[config.mk]
export PLATFORM = sky130hd
export DESIGN_NAME = mul_ctrl_fsm
export DESIGN_NICKNAME = d
export VERILOG_FILES = /design/src/rtl/mul_ctrl_fsm.sv
export SDC_FILE = /design/constraint.sdc
export NUM_CORES = 1
export LEC_CHECK = 0
export CORE_AREA = 2 2 39 41
export DETAILED_ROUTE_END_ITERATION = 16
export DIE_AREA = 0 0 41 43
export PLACE_DENSITY = 0.55
export SLEW_MARGIN = 20
export SYNTH_ARGS = -nofsm -noshare
export SYNTH_HDL_FRONTEND = slang
export SYNTH_SLANG_ARGS = --single-unit
[constraint.sdc]
create_clock -name clk -period 3.58 [get_ports clk]
set_input_delay 0.716 -clock clk [delete_from_list [all_inputs] [get_ports clk]]
set_output_delay 0.716 -clock clk [all_outputs]
set_load 0.05 [all_outputs]
[src/rtl/mul_ctrl_fsm.sv]
// Control FSM for a repeated-add multiplier: loads A then B over a shared bus, adds A into P
// until the B counter hits zero, then pulses done. Define MUL_CTRL_TIMEOUT_EN for iteration timeout.
module mul_ctrl_fsm #(
  parameter int MAX_ITER = 65535,
  parameter int ITER_W   = 17
) (
  input  logic clk,
  input  logic rst_n,
  input  logic start,
  input  logic abort,
  input  logic op_valid,
  output logic op_ready,
  input  logic eqz,
  output logic lda,
  output logic ldb,
  output logic clrp,
  output logic ldp,
  output logic decb,
  output logic busy,
  output logic done,
  output logic err
);

  typedef enum logic [2:0] {
    IDLE = 3'd0,
    LDA  = 3'd1,
    LDB  = 3'd2,
    ACC  = 3'd3,
    DONE = 3'd4
  } state_t;

  state_t state, state_nxt;
  logic   timeout;

  // NOTE: sequential state uses non-blocking assignments so every register samples pre-edge values.
  always_ff @(posedge clk or negedge rst_n) begin
    if (!rst_n) state <= IDLE;
    else        state <= state_nxt;
  end

  // NOTE: every output of this block is defaulted first, so no path can infer a latch.
  always_comb begin
    state_nxt = state;
    op_ready  = 1'b0;
    lda       = 1'b0;
    ldb       = 1'b0;
    clrp      = 1'b0;
    ldp       = 1'b0;
    decb      = 1'b0;
    unique case (state)
      IDLE: if (start) state_nxt = LDA;
      LDA: begin
        op_ready = 1'b1;
        lda      = op_valid;
        if (op_valid) state_nxt = LDB;
      end
      LDB: begin
        op_ready = 1'b1;
        ldb      = op_valid;
        clrp     = op_valid;
        if (op_valid) state_nxt = ACC;
      end
      ACC: begin
        if (eqz || timeout) begin
          state_nxt = DONE;
        end else begin
          ldp  = 1'b1;
          decb = 1'b1;
        end
      end
      DONE:    state_nxt = IDLE;
      default: state_nxt = IDLE;
    endcase
    // Abort wins over every other condition, including start in IDLE.
    if (abort) begin
      state_nxt = IDLE;
      op_ready  = 1'b0;
      lda       = 1'b0;
      ldb       = 1'b0;
      clrp      = 1'b0;
      ldp       = 1'b0;
      decb      = 1'b0;
    end
  end

  assign busy = (state != IDLE);
  assign done = (state == DONE);

`ifdef MUL_CTRL_TIMEOUT_EN
  logic [ITER_W-1:0] iter_cnt;
  logic              to_q;

  // to_q remembers that the coming DONE cycle was reached by timeout rather than eqz.
  always_ff @(posedge clk or negedge rst_n) begin
    if (!rst_n) begin
      iter_cnt <= '0;
      to_q     <= 1'b0;
    end else begin
      if (state == LDB && op_valid && !abort) iter_cnt <= '0;
      else if (ldp)                           iter_cnt <= iter_cnt + ITER_W'(1);
      to_q <= (state == ACC) && !eqz && timeout && !abort;
    end
  end

  assign timeout = (iter_cnt == ITER_W'(MAX_ITER));
  assign err     = (state == DONE) && to_q;
`else
  logic unused_cfg;
  assign unused_cfg = (MAX_ITER > 0) && (ITER_W > 0);
  assign timeout    = 1'b0;
  assign err        = 1'b0;
`endif

endmodule

==> impl_metrics.csv <==
group,metric,value,unit
run_status,status,"completed",
timing,rsz0062_at_grt,"false",
cells_and_area,diodes,0,
timing,skew,0.001024,ns
grt,grt_max_degree,12,
timing,period_needed,3.059,ns
power,p_leak,0.1600,nW
setup_path,critPathLaunchType,"primary input",
setup_path,r2r_end,"state[0]",
setup_path,required,2.86,ns
synth,yosysTopAreaCellShare,30.93,%
route,wl_per_cell,9.930,µm
route,via_count,229,
clocking,cts.sinks,3,
setup_path,path_delay_family,"buffers and inverters",
cells_and_area,register_area,75.07,µm²
setup_path,worstPathCellList,"clkdlybuf4s50_1 -> nor2_1 -> nand3_1 -> nor2_1 -> clkdlybuf4s50_1",
clocking,postCtsHoldBufs,0,
setup_path,crit_fanout,4,
placement,placed_area,344.1,µm²
route,postRouteAntennaNets,0,
cells_and_area,design_area,370.4,µm²
timing,tns,0,ns
clocking,cts_tree,"done",
timing,fmax,326.9,MHz
synth,postSynthAreaPerCell,8.370,µm²
timing,fin_crit_sh,85.45,%
timing,slew_violations,0,
cells_and_area,largestRegisters,"state: 3 flops",
synth,synth_cell_type_count,19,
route,drc,0,
die,die_x,41,µm
synth,yosys_warnings,0,
synth,synth-edff-count,0,
clocking,htree_levels,1,
setup_path,end_kind,"primary output",
route,viasPerCell,4.018,
synth,synth_commonest_cells,"buf_4, dfrtp_1, nor2_1",
clocking,root_buffer,"clkbuf_4",
grt,grt_pass1_vias,216,
cells_and_area,multiInputGateArea,125.1,µm²
synth,netlist_area,242.7,µm²
cells_and_area,syn_to_final_growth,52.58,%
clocking,clk_pin_slew_worst_paths,0.04,ns
cells_and_area,regMostFlops,"state",
die,top_level_ports,15,
setup_path,critPathBufInv,2,
run,drv_cap,0,
power,powerDensity,398.1,mW/mm²
synth,async_reset_ff_share,100.0,%
power,ir_worst_vdd,0.1509,mV
die,coreArea,0.001384,mm²
synth,ys_top_cells_by_area,"dfrtp_1, buf_4, nor3b_1, o22ai_2, or3_1",
setup_path,startpoint,"abort",
synth,synth_area_leader_cell,"dfrtp_1",
hold_path,hp-start,"state[2]",
die,num_rows,14,
timing,setup_viol,0,
synth,synth_ff_type,"dfrtp_1",
synth,syn_inst,29,
grt,grt_pass1_wl,848,µm
setup_path,max_stage_delay,0.80,ns
grt,grt_usage,8.149,%
hold_path,hold_path_end,"state[1]",
clocking,ctsResizeCount,0,
timing,finalHoldViolCount,0,
setup_path,rrSetupSlack,2.44,ns
hold_path,whs_path_depth,1,
grt,grt_overflow,0,
route,drt_iter0_markers,2,
placement,io_buffers,13,
clocking,insertion_delay,0.23,ns
die,start_util,17.54,%
clocking,cts_setup_buffers,0,
clocking,clockBufferDepth,2,
synth,synth.net_count,35,
placement,gp_congestion,0.6873,
setup_path,slowest_stage,"clkdlybuf4s50_1",
route,firstDrtPassIters,2,
synth,yosys_register_bits,3,
setup_path,r2r_cells,2,
cells_and_area,drive_gt1_share,21.95,%
setup_path,critPathKind,"in2out",
setup_path,worstPathArrival,2.34,ns
die,die_y,43,µm
cells_and_area,fin_nets,48,
cells_and_area,largest_reg_flops,3,
die,die_area,0.001763,mm²
clocking,cts_buffers,3,
setup_path,rr_startpoint,"state[0]",
cells_and_area,fillers,153,
cells_and_area,stdcell_count,57,
cells_and_area,final_util,26.76,%
grt,grt_antenna_before_repair,0,
placement,placed_cells,53,
synth,yosysSeqAreaShare,30.93,%
hold_path,hp-class,"reg2reg",
route,routed_wl,566,µm
-- layout make-up --
| class | count | share of cell area [%] |
|---|---|---|
| repair buffers | 13 | 32.43 |
| inverters | 1 | 1.014 |
| multi-input cells | 20 | 33.78 |
| flip-flops and latches | 3 | 20.27 |
| clock buffers | 4 | 7.095 |
| well taps | 16 | 5.405 |
-- where the power goes --
part,switching [mW],total (mW),internal (mW)
Clock,0.0185,0.0603,0.0418
Sequential,0.00553,0.0417,0.0362
Combinational,0.0264,0.0454,0.0190
-- metrics by stage --
step	power (mW)	setup slack, ns	hold slack [ns]
finish	0.1474	0.5208	0.5142
global route	0.1593	0.4425	0.5565
global placement	0.08702	0.5392	0.5141
CTS	0.1502	0.5158	0.5208
floorplan	0.07470	0.3146	0.4204
detailed placement	0.08749	0.5248	0.5123
-- metal layers --
layer / routed length [µm] / global-route usage, % / vias up
met3: 27 / 4.712 / 2
li1: - / - / 119
met1: 266 / 8.738 / 99
met4: 12 / 10.00 / 0
met5: 0 / 0 / -
met2: 259 / 9.375 / 9
-- cell families (layout without fill, tap and decap cells) --
family	Yosys count	after routing	share of synthesized area (%)
DFF	3	3	30.93
other	1	1	1.545
AOI/OAI and AO/OA	2	2	7.214
buffers and inverters	6	18	17.52
muxes	2	2	8.763
and+or+nand+nor	14	14	30.41
xor gates and xnor gates	1	1	3.609
-- worst max path at each step --
stage / end / slack (ns) / cells after the start
global route: lda / 0.44 / 5
detailed placement: lda / 0.52 / 5
global placement: lda / 0.54 / 5
finish: lda / 0.52 / 5
CTS: lda / 0.52 / 5
floorplan: ldp / 0.31 / 4
-- cell usage in the layout (no fill, tap or decap), drive strengths merged, types with 2 or more instances in the layout --
| cell type | Yosys | layout |
|---|---|---|
| buf | 5 | 4 |
| dfrtp | 3 | 3 |
| or3 | 2 | 2 |
| nand2 | 2 | 2 |
| nor3 | 2 | 2 |
| nor3b | 2 | 2 |
| clkbuf | 0 | 4 |
| clkdlybuf4s50 | 0 | 9 |
| nor2 | 3 | 3 |
Note: power is estimated with default switching activity, not from simulation.
